`src/rtl/a_fifo_pkg.sv`:
```
// Shared definitions for the async FIFO write-port arbiter.
//   arb_state_e : arbiter FSM state encoding (ST_IDLE / ST_BURST)
//   clog2       : ceiling log2, used to derive index and counter widths
package a_fifo_pkg;

    typedef enum logic {
        ST_IDLE  = 1'b0,
        ST_BURST = 1'b1
    } arb_state_e;

    function automatic int clog2(input int value);
        int result;
        result = 0;
        for (int i = 0; i < 31; i++) begin
            if ((1 << i) < value) begin
                result = i + 1;
            end
        end
        return result;
    endfunction

    function automatic int width_min1(input int value);
        return (clog2(value) < 1) ? 1 : clog2(value);
    endfunction

endpackage

```
`src/rtl/a_fifo_wr_arb_if.sv`:
```
// Bundle between the write-domain producers, the arbiter and the FIFO write
// controller.
//   req        : per-requester write request (data valid while high)
//   wdata      : packed requester data, requester i at [i*DATA_W +: DATA_W]
//   gnt        : one-hot registered grant back to the requesters
//   fifo_full  : registered full flag from the FIFO write controller
//   fifo_inc   : write strobe to the FIFO controller
//   fifo_wdata : data to the FIFO RAM write port
// master = producer/FIFO side, slave = arbiter.
interface a_fifo_wr_arb_if #(
    parameter int NUM_REQ = 4,
    parameter int DATA_W  = 32
);

    logic [NUM_REQ-1:0]        req;
    logic [NUM_REQ*DATA_W-1:0] wdata;
    logic [NUM_REQ-1:0]        gnt;
    logic                      fifo_full;
    logic                      fifo_inc;
    logic [DATA_W-1:0]         fifo_wdata;

    modport master (
        output req,
        output wdata,
        output fifo_full,
        input  gnt,
        input  fifo_inc,
        input  fifo_wdata
    );

    modport slave (
        input  req,
        input  wdata,
        input  fifo_full,
        output gnt,
        output fifo_inc,
        output fifo_wdata
    );

endinterface

```
`src/rtl/a_fifo_wr_arb_rr_pick.sv`:
```
// Rotating-priority encoder: returns the first requester with req set,
// searching from rr_ptr upward and wrapping modulo NUM_REQ.
//   req    : request vector
//   rr_ptr : highest-priority index (must be < NUM_REQ)
//   valid  : any request present
//   idx    : chosen requester
// The request vector is duplicated side by side; masking off bits below
// rr_ptr and taking the lowest remaining set bit gives the wrapped search
// without a variable rotate.
module rr_pick #(
    parameter int NUM_REQ = 4,
    parameter int IDX_W   = 2
) (
    input  logic [NUM_REQ-1:0] req,
    input  logic [IDX_W-1:0]   rr_ptr,
    output logic               valid,
    output logic [IDX_W-1:0]   idx
);

    logic [2*NUM_REQ-1:0] dbl_req;
    logic [2*NUM_REQ-1:0] masked;
    logic                 found;

    always_comb begin
        dbl_req = {req, req};
        masked  = dbl_req & ({(2*NUM_REQ){1'b1}} << rr_ptr);
        valid   = |req;
        idx     = '0;
        found   = 1'b0;
        for (int i = 0; i < 2*NUM_REQ; i++) begin
            if (masked[i] && !found) begin
                found = 1'b1;
                idx   = (i >= NUM_REQ) ? IDX_W'(i - NUM_REQ) : IDX_W'(i);
            end
        end
    end

endmodule

```
`src/rtl/a_fifo_wr_arb.sv`:
```
// Round-robin write-port arbiter in front of the async FIFO write-side
// pointer controller. Shares the single FIFO write port among NUM_REQ
// producers, granting bursts of up to BURST_LEN beats and honouring
// fifo_full back-pressure.
//   clk   : write-domain clock
//   rst   : synchronous reset, active-high
//   clear : synchronous soft clear, same effect as rst
//   bus   : slave side of a_fifo_wr_arb_if (req/wdata/gnt/fifo_* signals)
//
// state    | meaning
// ---------+-----------------------------------------------------------
// ST_IDLE  | no owner, gnt=0, waiting for any req
// ST_BURST | owner holds the write port; beats move while req & ~full
module a_fifo_wr_arb
    import a_fifo_pkg::*;
#(
    parameter int NUM_REQ   = 4,
    parameter int DATA_W    = 32,
    parameter int BURST_LEN = 4
) (
    input  logic           clk,
    input  logic           rst,
    input  logic           clear,
    a_fifo_wr_arb_if.slave bus
);

    localparam int IDX_W = width_min1(NUM_REQ);
    localparam int CNT_W = width_min1(BURST_LEN);

    arb_state_e         state, state_nxt;
    logic [IDX_W-1:0]   owner, owner_nxt;
    logic [IDX_W-1:0]   rr_ptr, rr_ptr_nxt;
    logic [CNT_W-1:0]   burst_cnt, burst_cnt_nxt;
    logic [NUM_REQ-1:0] gnt_q, gnt_nxt;

    logic               req_owner;
    logic               xfer;
    logic               end_burst;
    logic [IDX_W-1:0]   owner_plus1;
    logic [IDX_W-1:0]   pick_ptr;
    logic               pick_valid;
    logic [IDX_W-1:0]   pick_idx;

    // Owner-indexed request and data selection. Loops instead of a
    // variable part-select keep the outputs defined for any owner value.
    always_comb begin
        req_owner      = 1'b0;
        bus.fifo_wdata = '0;
        for (int i = 0; i < NUM_REQ; i++) begin
            if (owner == IDX_W'(i)) begin
                req_owner      = bus.req[i];
                bus.fifo_wdata = bus.wdata[i*DATA_W +: DATA_W];
            end
        end
    end

    assign owner_plus1 = (owner == IDX_W'(NUM_REQ - 1)) ? '0 : owner + IDX_W'(1);

    // In BURST the next pick starts just past the current owner so the old
    // owner is searched last; in IDLE it starts at the stored rr_ptr.
    assign pick_ptr = (state == ST_BURST) ? owner_plus1 : rr_ptr;

    rr_pick #(
        .NUM_REQ (NUM_REQ),
        .IDX_W   (IDX_W)
    ) u_rr_pick (
        .req    (bus.req),
        .rr_ptr (pick_ptr),
        .valid  (pick_valid),
        .idx    (pick_idx)
    );

    assign xfer         = (state == ST_BURST) && req_owner && !bus.fifo_full;
    assign bus.fifo_inc = xfer && !rst && !clear;
    assign end_burst    = (xfer && (burst_cnt == CNT_W'(BURST_LEN - 1))) ||
                          ((state == ST_BURST) && !req_owner);
    assign bus.gnt      = gnt_q;

    always_comb begin
        state_nxt     = state;
        owner_nxt     = owner;
        rr_ptr_nxt    = rr_ptr;
        burst_cnt_nxt = burst_cnt;
        case (state)
            ST_IDLE: begin
                if (pick_valid) begin
                    owner_nxt     = pick_idx;
                    burst_cnt_nxt = '0;
                    state_nxt     = ST_BURST;
                end
            end
            ST_BURST: begin
                if (xfer) begin
                    burst_cnt_nxt = burst_cnt + CNT_W'(1);
                end
                if (end_burst) begin
                    rr_ptr_nxt = owner_plus1;
                    if (pick_valid) begin
                        owner_nxt     = pick_idx;
                        burst_cnt_nxt = '0;
                    end else begin
                        state_nxt = ST_IDLE;
                    end
                end
            end
            default: begin
                state_nxt = ST_IDLE;
            end
        endcase
        gnt_nxt = (state_nxt == ST_BURST) ? (NUM_REQ'(1) << owner_nxt) : '0;
    end

    always_ff @(posedge clk) begin
        if (rst || clear) begin
            state     <= ST_IDLE;
            owner     <= '0;
            rr_ptr    <= '0;
            burst_cnt <= '0;
            gnt_q     <= '0;
        end else begin
            state     <= state_nxt;
            owner     <= owner_nxt;
            rr_ptr    <= rr_ptr_nxt;
            burst_cnt <= burst_cnt_nxt;
            gnt_q     <= gnt_nxt;
        end
    end

endmodule

```
`src/flat_wrapper.sv`:
```
// flat-port wrapper written by rule: the top's interface ports become plain ports
module a_fifo_wr_arb_flat import a_fifo_pkg::*;
#(
    parameter int NUM_REQ   = 4,
    parameter int DATA_W    = 32,
    parameter int BURST_LEN = 4
)
  (clk, rst, clear, bus_req, bus_wdata, bus_fifo_full, bus_gnt, bus_fifo_inc, bus_fifo_wdata);
  a_fifo_wr_arb_if #(.NUM_REQ(NUM_REQ), .DATA_W(DATA_W)) bus_i ();
  input  logic clk;
  input  logic rst;
  input  logic clear;
  input wire logic [$bits(bus_i.req)-1:0] bus_req;
  input wire logic [$bits(bus_i.wdata)-1:0] bus_wdata;
  input wire logic [$bits(bus_i.fifo_full)-1:0] bus_fifo_full;
  output wire logic [$bits(bus_i.gnt)-1:0] bus_gnt;
  output wire logic [$bits(bus_i.fifo_inc)-1:0] bus_fifo_inc;
  output wire logic [$bits(bus_i.fifo_wdata)-1:0] bus_fifo_wdata;
  assign bus_i.req = bus_req;
  assign bus_i.wdata = bus_wdata;
  assign bus_i.fifo_full = bus_fifo_full;
  assign bus_gnt = bus_i.gnt;
  assign bus_fifo_inc = bus_i.fifo_inc;
  assign bus_fifo_wdata = bus_i.fifo_wdata;
  a_fifo_wr_arb #(.NUM_REQ(NUM_REQ), .DATA_W(DATA_W), .BURST_LEN(BURST_LEN)) u_core (.clk(clk), .rst(rst), .clear(clear), .bus(bus_i));
endmodule
```
`config.mk`:
```
export PLATFORM = sky130hd
export DESIGN_NAME = a_fifo_wr_arb_flat
export DESIGN_NICKNAME = d
export VERILOG_FILES = /design/src/rtl/a_fifo_pkg.sv /design/src/rtl/a_fifo_wr_arb_if.sv /design/src/rtl/a_fifo_wr_arb_rr_pick.sv /design/src/rtl/a_fifo_wr_arb.sv /design/src/flat_wrapper.sv
export SDC_FILE = /design/constraint.sdc
export NUM_CORES = 1
export LEC_CHECK = 0
export ABC_CLOCK_PERIOD_IN_PS = 5700
export CORE_AREA = 3 3 76 78
export CTS_CLUSTER_SIZE = 25
export DETAILED_ROUTE_END_ITERATION = 10
export DIE_AREA = 0 0 79 81
export PLACE_DENSITY = 0.86
export SKIP_CTS_REPAIR_TIMING = 1
export SLEW_MARGIN = 10
export SYNTH_ARGS = -nofsm -noshare
export SYNTH_HDL_FRONTEND = slang
export SYNTH_SLANG_ARGS = --single-unit
```
`constraint.sdc`:
```
create_clock -name clk -period 5.7 [get_ports clk]
set_input_delay 0.855 -clock clk [delete_from_list [all_inputs] [get_ports clk]]
set_output_delay 0.855 -clock clk [all_outputs]
set_load 0.005 [all_outputs]
```
; Word level (Yosys, flattened, before mapping)
; Index checks and enable logic that the tools add are counted.
[totals]
ram_bits = 0
latch_bits = 0
reg_bits = 11
n_memories = 0
romBits = 0
output_inout_bits = 37
inputBits = 136
[op_classes]
n_eq_ne = 5
bitwise_logic = 3
mul = 0
n_lt_le_gt_ge = 0
div_mod_pow = 0
mux = 35
shift = 2
add_sub_neg = 2
reduce_logical = 30
[op_table]
columns = operator, count
row1 = $mux 32, 4
row2 = $mux 2, 14
row3 = $mux 1, 14
row4 = $logic_and 1x1->1, 13
row5 = $logic_not 1->1, 11
row6 = $and 8x8->8, 1
row7 = $pmux 2 s2, 2
row8 = $shl 8x2->8 const A, 1
row9 = $eq 2x2->1 const B, 3
row10 = $add 2x1->2 const B, 2
row11 = $reduce_or 4->1, 1
row12 = $shl 1x2->4 const A, 1
row13 = $eq 2x1->1 const B, 1
row14 = $logic_not 2->1, 1
row15 = $logic_or 1x1->1, 2
row16 = $ne 2x1->1 const B, 1
row17 = $not 1->1, 2
row18 = $pmux 1 s2, 1
row19 = $reduce_and 2->1, 1
row20 = $reduce_or 2->1, 1

; Depth between registers and ports, before layout
[depth]
depth_word = 31
ltp_mapped = 10
mapped_depth_nobuf = 7

; By module
; Synthesis repeated with hierarchy kept, for this count alone.
[hier_totals]
hier_cells = 306
hier_area_um2 = 1841.8
[modules_own_cells]
columns = module, n_inst, seq_area_each_um2, cells_each, area_each_um2
row1 = a_fifo_wr_arb, 1, 220.2, 294, 1767.9
row2 = rr_pick, 1, 0.0, 12, 73.8

; Worst setup path before layout
; OpenSTA, ideal clock, no wires.
[synth_path]
kind = flip-flop to output port
start = register u_core.owner[1]
end = output bus_fifo_wdata[10]
path_stages_with_launch = 11
required_time_ps = 4845
path_buffers = 3
arrival_time_ps = 1660
slack_ps = 3185
path_cell_list = dfxtp_1 inv_1 ha_1 buf_2 nor2b_1 clkbuf_1 clkbuf_1 a22oi_1 nor2_1 a21oi_1 o21ai_0
[synth_via]
elab_chain_len = 5
[synth_rtl]
columns = element, line
row1 = from (decl), a_fifo_wr_arb.sv:31  ; logic [IDX_W-1:0] owner, owner_nxt;
row2 = from (signal assigned), a_fifo_wr_arb.sv:122  ; owner <= owner_nxt;
row3 = $logic_not 2->1, a_fifo_wr_arb.sv:50  ; if (owner == IDX_W'(i)) begin
row4 = $mux 32 (3 in a row), a_fifo_wr_arb.sv:50
row5 = $mux 32 *, a_fifo_wr_arb.sv:50
row6 = to (decl), flat_wrapper.sv:18  ; output wire logic [$bits(bus_i.fifo_wdata)-1:0] bus_fifo_wdata;
; Mark *: on every way between the ends. The rest lies on a longest branch, timed or not.

; Worst setup path after layout
[layout_path]
start = input bus_req[1]
end = output bus_fifo_inc
[layout_via]
elab_chain_len = 7
[layout_rtl]
columns = element, line
row1 = from (decl), flat_wrapper.sv:13  ; input wire logic [$bits(bus_i.req)-1:0] bus_req;
row2 = $mux 1 (3 in a row), a_fifo_wr_arb.sv:50
row3 = $logic_and 1x1->1 (2 in a row), a_fifo_wr_arb.sv:73  ; assign xfer = (state == ST_BURST) && req_owner && !bus.fifo_full;
row4 = $logic_and 1x1->1 (2 in a row), a_fifo_wr_arb.sv:74  ; assign bus.fifo_inc = xfer && !rst && !clear;
row5 = to (decl), flat_wrapper.sv:17  ; output wire logic [$bits(bus_i.fifo_inc)-1:0] bus_fifo_inc;
; Every way passes these cells.

==> flow_summary.yaml <==
die:
  dieArea_mm2: 0.00640
  ios: 173
  die_w_um: 79
  die_h_um: 81
  initial_core_util_pct: 30.7
  core_area_mm2: 0.00514
  rows: 26
finish:
  num_antenna_cells: 0
  syn2layout_area_growth_pct: 114
  drive_above_1_share_pct: 5.06
  mostFrequentLayoutCell: "clkdlybuf4s50_1"
  finish.utilization_pct: 65.7
  finalNetCount: 557
  final_area_mm2: 0.00338
  layout_common_cells: "clkdlybuf4s50_1 (172), nor2_1 (40), nand2_1 (35), o21ai_0 (35), a21oi_1 (33)"
grt:
  met2_usage_pct: 40.0
  use_met3_pct: 4.55
  grt_pass1_vias: 2279
  grt_max_degree: 46
  grt_usage_pct: 21.7
  grt_pass1_wl_mm: 11.1
  grt_overflow: 0
  grtUsageMet1_pct: 25.0
  grt_most_used_layer: "met2"
  antenna_found_initial: 0
detailed_routing:
  first_pass_iters: 4
  final_antenna_net_count: 0
  viasPerCell: 5.10
  routedWlPerCell_um: 15.7
  drt_wl_total_mm: 7.62
  drc: 0
  vias: 2473
  drt_first_iter_violations: 102
timing:
  fmax_mhz: 269
  fin_crit_sh_pct: 65.3
  relSlewSlack_pct: 60.9
  setup_viol: 0
  worstMarginPinSlew_ns: 0.587
  finalHoldViolCount: 0
  layout_min_cycle_time_ns: 3.72
  clock_skew_ns: 0.00212
  setup_tns_ns: 0
  rsz0062_at_grt: "no"
  slew_violations: 0
worst_hold_path:
  holdCritStartpoint: "u_core.rr_ptr[0]"
  worstHoldPathType: "flip-flop to flip-flop"
clock_network:
  cts_tree: "done"
  htreeDepth: 1
  cts_buffers: 3
  clk_latency_ns: 0.24
  clock_path_buffers: 2
  clkTransAtPathRegs_ns: 0.04
  cts_root_buf: "clkbuf_8"
  clock_sinks: 11
placed_design:
  placed_cell_area_mm2: 0.00333
  detailedPlacementHpwl_mm: 6.15
  io_buffers: 172
  place_congestion: 0.857
status:
  status: "finished, final reports clean"
critical_path:
  cp-start-kind: "input port"
  rr_startpoint: "u_core.owner[0]"
  endpoint_kind: "primary output"
  crit_fanout: 6
  crit_type: "input port to primary output"
  worstPathRequired_ns: 4.85
  worstSetupStartpoint: "bus_req[1]"
  arrival_ns: 2.87
synth:
  synth_cells: 258
  synth_area_mm2: 0.00158
  synth.distinct_cells: 38
  syn_area_per_cell_um2: 6.12
  syn_nets: 399
  ys_seq_area_share_pct: 13.9
  yosys_warnings: 0
  ys_ff_latch: 11
flow_run:
  drv_cap: 0
power_and_ir_drop:
  vdd_ir_drop_max_mv: 0.155
  power.density_mw_per_mm2: 124
  p_leak_uw: 0.00128
final timing paths:
path | to | slack (ns) | cells after the start
worst max-delay path | bus_fifo_inc | 1.98 | 6
worst min-delay path | u_core.rr_ptr[0] | 0.53 | 2
worst max register to register | u_core.bus.gnt[1] | 3.16 | 7
worst min register to register | u_core.rr_ptr[0] | 0.53 | 2
flip-flops by register name, summed over array words and instances, names as in the netlist:
register          cells
u_core.burst_cnt      2
u_core.bus.gnt        4
u_core.owner          2
u_core.rr_ptr         2
u_core.state          1
worst max-delay path: stages:
cell and delay (ns):
clkdlybuf4s50_1 0.56, a211oi_1 0.12, a211o_1 0.40, nor3b_2 0.27, and2_1 0.16, clkdlybuf4s50_1 0.49
Yosys cell counts:
| cell type | instances | area [µm²] |
|---|---|---|
| nor2_1 | 40 | 150 |
| nand2_1 | 35 | 131 |
| o21ai_0 | 35 | 175 |
| a21oi_1 | 33 | 165 |
| a22oi_1 | 32 | 240 |
| clkbuf_1 | 19 | 71.3 |
| dfxtp_1 | 11 | 220 |
| ha_1 | 5 | 62.6 |
| nor2b_1 | 4 | 25.0 |
| or2_2 | 4 | 25.0 |
| inv_1 | 3 | 11.3 |
| nand2b_1 | 3 | 18.8 |
| nor3_1 | 3 | 15.0 |
| nor3b_2 | 3 | 37.5 |
| a32oi_1 | 2 | 17.5 |
| and2_1 | 2 | 12.5 |
| buf_1 | 2 | 7.51 |
| mux2i_1 | 2 | 20.0 |
| a211o_1 | 1 | 8.76 |
| a211oi_1 | 1 | 7.51 |
| a31oi_1 | 1 | 6.26 |
| a31oi_2 | 1 | 12.5 |
| and3_1 | 1 | 6.26 |
| buf_2 | 1 | 5.00 |
| buf_6 | 1 | 11.3 |
| mux2_2 | 1 | 11.3 |
| mux2_4 | 1 | 15.0 |
| mux2i_2 | 1 | 13.8 |
| nand3b_1 | 1 | 7.51 |
| nand4b_1 | 1 | 8.76 |
| nor3b_1 | 1 | 7.51 |
| o211a_1 | 1 | 10.0 |
| o21ai_1 | 1 | 5.00 |
| o21bai_1 | 1 | 7.51 |
| o22a_1 | 1 | 8.76 |
| or2_1 | 1 | 6.26 |
| or3_1 | 1 | 6.26 |
| or4_1 | 1 | 7.51 |
kinds of logic (layout without fill, tap and decap cells):
kind of cell	after synthesis	in the layout	share of synthesized area, %
AOI/OAI and AO/OA	110	110	42.1
and+or+nand+nor	101	101	29.5
adders and majority gates	5	5	3.96
muxes	5	5	3.80
buffers and inverters	26	183	6.74
DFF	11	11	13.9
final cells by class:
cell class / count / area, µm²
Fill cell: 449 / 1760
Multi-Input combinational cell: 221 / 1260
Tap cell: 70 / 87.6
Timing Repair Buffer: 176 / 1750
Clock buffer: 4 / 45.0
Inverter: 3 / 11.3
Sequential cell: 11 / 220
where the power goes:
part / internal, µW / switching [µW]
clock: 48.9 / 27.1
sequential: 79.7 / 2.38
combinational: 172 / 89.7
total: 300 / 119
metrics by stage:
step	setup WS, ns	instances	hold WS [ns]	total power, µW
2_1_floorplan	3.18	258	0.480	172
3_3_place_gp	2.05	481	0.504	340
3_5_place_dp	1.98	481	0.523	345
4_1_cts	1.98	485	0.535	424
5_1_grt	1.80	485	0.572	451
6_report	1.98	485	0.533	420
metal layers:
metal | routed length [µm] | share of wire, %
met1 | 2970 | 39
met2 | 3920 | 51
met3 | 498 | 6.5
met4 | 229 | 3.0
met5 | 0 | 0
Power figures use the tool's default switching activity.
==> edit, RTL diff (config.mk and constraints unchanged) <==
`BURST_LEN` is set to 4 in 2 places; all go to 8.
--- a/src/rtl/a_fifo_wr_arb.sv
+++ b/src/rtl/a_fifo_wr_arb.sv
@@ -16,7 +16,7 @@
 #(
     parameter int NUM_REQ   = 4,
     parameter int DATA_W    = 32,
-    parameter int BURST_LEN = 4
+    parameter int BURST_LEN = 8
 ) (
     input  logic           clk,
     input  logic           rst,
--- a/src/flat_wrapper.sv
+++ b/src/flat_wrapper.sv
@@ -3,7 +3,7 @@
 #(
     parameter int NUM_REQ   = 4,
     parameter int DATA_W    = 32,
-    parameter int BURST_LEN = 4
+    parameter int BURST_LEN = 8
 )
   (clk, rst, clear, bus_req, bus_wdata, bus_fifo_full, bus_gnt, bus_fifo_inc, bus_fifo_wdata);
   a_fifo_wr_arb_if #(.NUM_REQ(NUM_REQ), .DATA_W(DATA_W)) bus_i ();
Behaviour: not the same (Yosys sat finds a counterexample within 10 cycles, from zero or initial values).
==> edit against the unedited design <==
Worst setup slack worse by 0.094 ns; synthesized cell count is 9.7% higher; sequential cell count up 1; global-route usage grew 2.4 points; power is 9.2% higher; wire length grew 9.1%; design area rose by 4.0%; synthesized area up 9.0%; first-iteration DRC count increased by 5.9%; largest power group unchanged; cell count increased by 4.7%.
==> edit: results (changes against the unedited design) <==
- Status: finished, final reports clean (unchanged)
- Pre-CTS setup slack: 2.19 ns (was 1.98 ns)
- CP max stage cell: ha_2 (was clkdlybuf4s50_1)
- Crit path max fanout: 66 (was 6)
- Worst R2R Setup Slack: 3.00 ns (was 3.16 ns)
- Vias in the first global route: 2499 (was 2279)
- R2R Path Start: u_core.owner[0]$_SDFF_PP0_ (unchanged)
- Synth Flop Type: dfxtp_1 (unchanged)
- Total Nets Final: 581 (was 557)
- Top cell types by occurrence after synthesis: 44 x nand2_1, 40 x nor2_1, 35 x a21oi_1 (was 40 x nor2_1, 35 x nand2_1, 35 x o21ai_0)
- Hold path startpoint: u_core.burst_cnt[0]$_SDFFE_PP0P_ (was u_core.rr_ptr[0]$_SDFFE_PP0P_)
- Overall global routing resource usage: 0.241 (was 0.217)
- Post-synth net total: 425 (was 399)
- Root buffer cell: clkbuf_8 (unchanged)
- Routed WL: 8.31 mm (was 7.62 mm)
- Hold endpoint: u_core.burst_cnt[0]$_SDFFE_PP0P_ (was u_core.rr_ptr[0]$_SDFFE_PP0P_)
- Crit path to: bus_fifo_inc (unchanged)
- First-pass GRT wire length: 12.5 mm (was 11.1 mm)
- HPWL after detailed placement: 6.65 mm (was 6.15 mm)
- Initial antenna violation count: 0 (unchanged)
- Clock Latency Late Sink: 0.24 ns (about the same)
- Synth area leaders: dfxtp_1 14%, a22oi_1 14%, a21oi_1 10% (was a22oi_1 15%, dfxtp_1 14%, o21ai_0 11%)
- RePlAce Congestion: 0.880 (was 0.857)
- Initial DRC Count: 108 (was 102)
- Leakage: 1.33 nW (was 1.28 nW)
- Setup ws final: 1.89 ns (was 1.98 ns)
- Slowest stage delay, CP: 0.57 ns
- Synth cell types: 41 (was 38)
- 1st-pass router iterations: 5 (was 4)
- Hold path depth: 1 (was 2)
- Largest register FFs: 4 (unchanged)
- Reg2reg path depth: 7 (unchanged)
- Layout cells sized above 1: 0.0434 (was 0.0506)
- Sequential area share after synthesis: 0.140 (was 0.139)
- Fin Clk Skew: 0.00280 ns (was 0.00212 ns)
- Vias per std cell: 5.24 (was 5.10)
- Worst VDD drop: 0.000236 V (was 0.000155 V)
- Slew headroom: 0.245 (was 0.609)
- Clock power frac: 0.204 (was 0.181)
- Num CTS Buffers: 3 (unchanged)
- Combinational share of power: 0.598 (was 0.623)
- # diodes: 0 (unchanged)
- Largest net degree at the start of global routing: 67 (was 46)
- Switch share: 0.295 (was 0.284)
- H-tree levels: 1 (unchanged)
- Hold crit path type: reg2reg (unchanged)
- CP Class: reg2out (was in2out)
- R2R Path End: u_core.rr_ptr[1]$_SDFFE_PP0P_ (was u_core.bus.gnt[1]$_SDFF_PP0_)
==> edit: cell types whose count changed in the layout (fill, tap and decap cells not counted), moves of 3 or more <==
cell     before  now
o21ai_0      35   16
nand2_1      35   44
nand4_1       0    4
nand3_1       0    3
nor3b_2       3    0
o21ai_1       1   24
==> edit: worst max-delay path: cells and delay by family, from the launching register on <==
family / cells / cell delay, ns
compound gates: 1 / 0.26
simple gates: 3 / 0.68
fa+ha+maj: 1 / 0.57
buf+inv: 2 / 0.66
flops: 1 / 0.50
==> edit: kinds of logic (layout without fill, tap and decap cells) <==
logic type	Yosys count	after routing	share of synthesized area
mux	3	3	0.0175
compound gates	120	120	0.434
fa+ha+maj	6	6	0.0436
buf+inv	29	184	0.0705
flops	12	12	0.140
simple gates	113	113	0.295
==> edit: metal layers <==
layer | GRT usage | routed length (µm)
met5 | 0 | 0
met4 | 0.0584 | 182
met3 | 0.0432 | 665
met2 | 0.446 | 4300
met1 | 0.289 | 3160
==> edit: per-stage QoR <==
| step | power [mW] | cells | instance area, µm² | hold slack, ns |
|---|---|---|---|---|
| after global placement | 0.361 | 504 | 3460 | 0.463 |
| final | 0.458 | 508 | 3510 | 0.477 |
| after detailed placement | 0.366 | 504 | 3460 | 0.467 |
| after global routing | 0.488 | 508 | 3510 | 0.499 |
| after floorplan | 0.189 | 283 | 1720 | 0.440 |
| after CTS | 0.460 | 508 | 3510 | 0.480 |
==> edit: layout make-up <==
cell class	instances	area [µm²]
flip-flops and latches	12	240
inverters	5	18.8
multi-input cells	242	1370
repair buffers	175	1740
fillers	468	1630
clock buffers	4	55.1
well taps	70	87.6
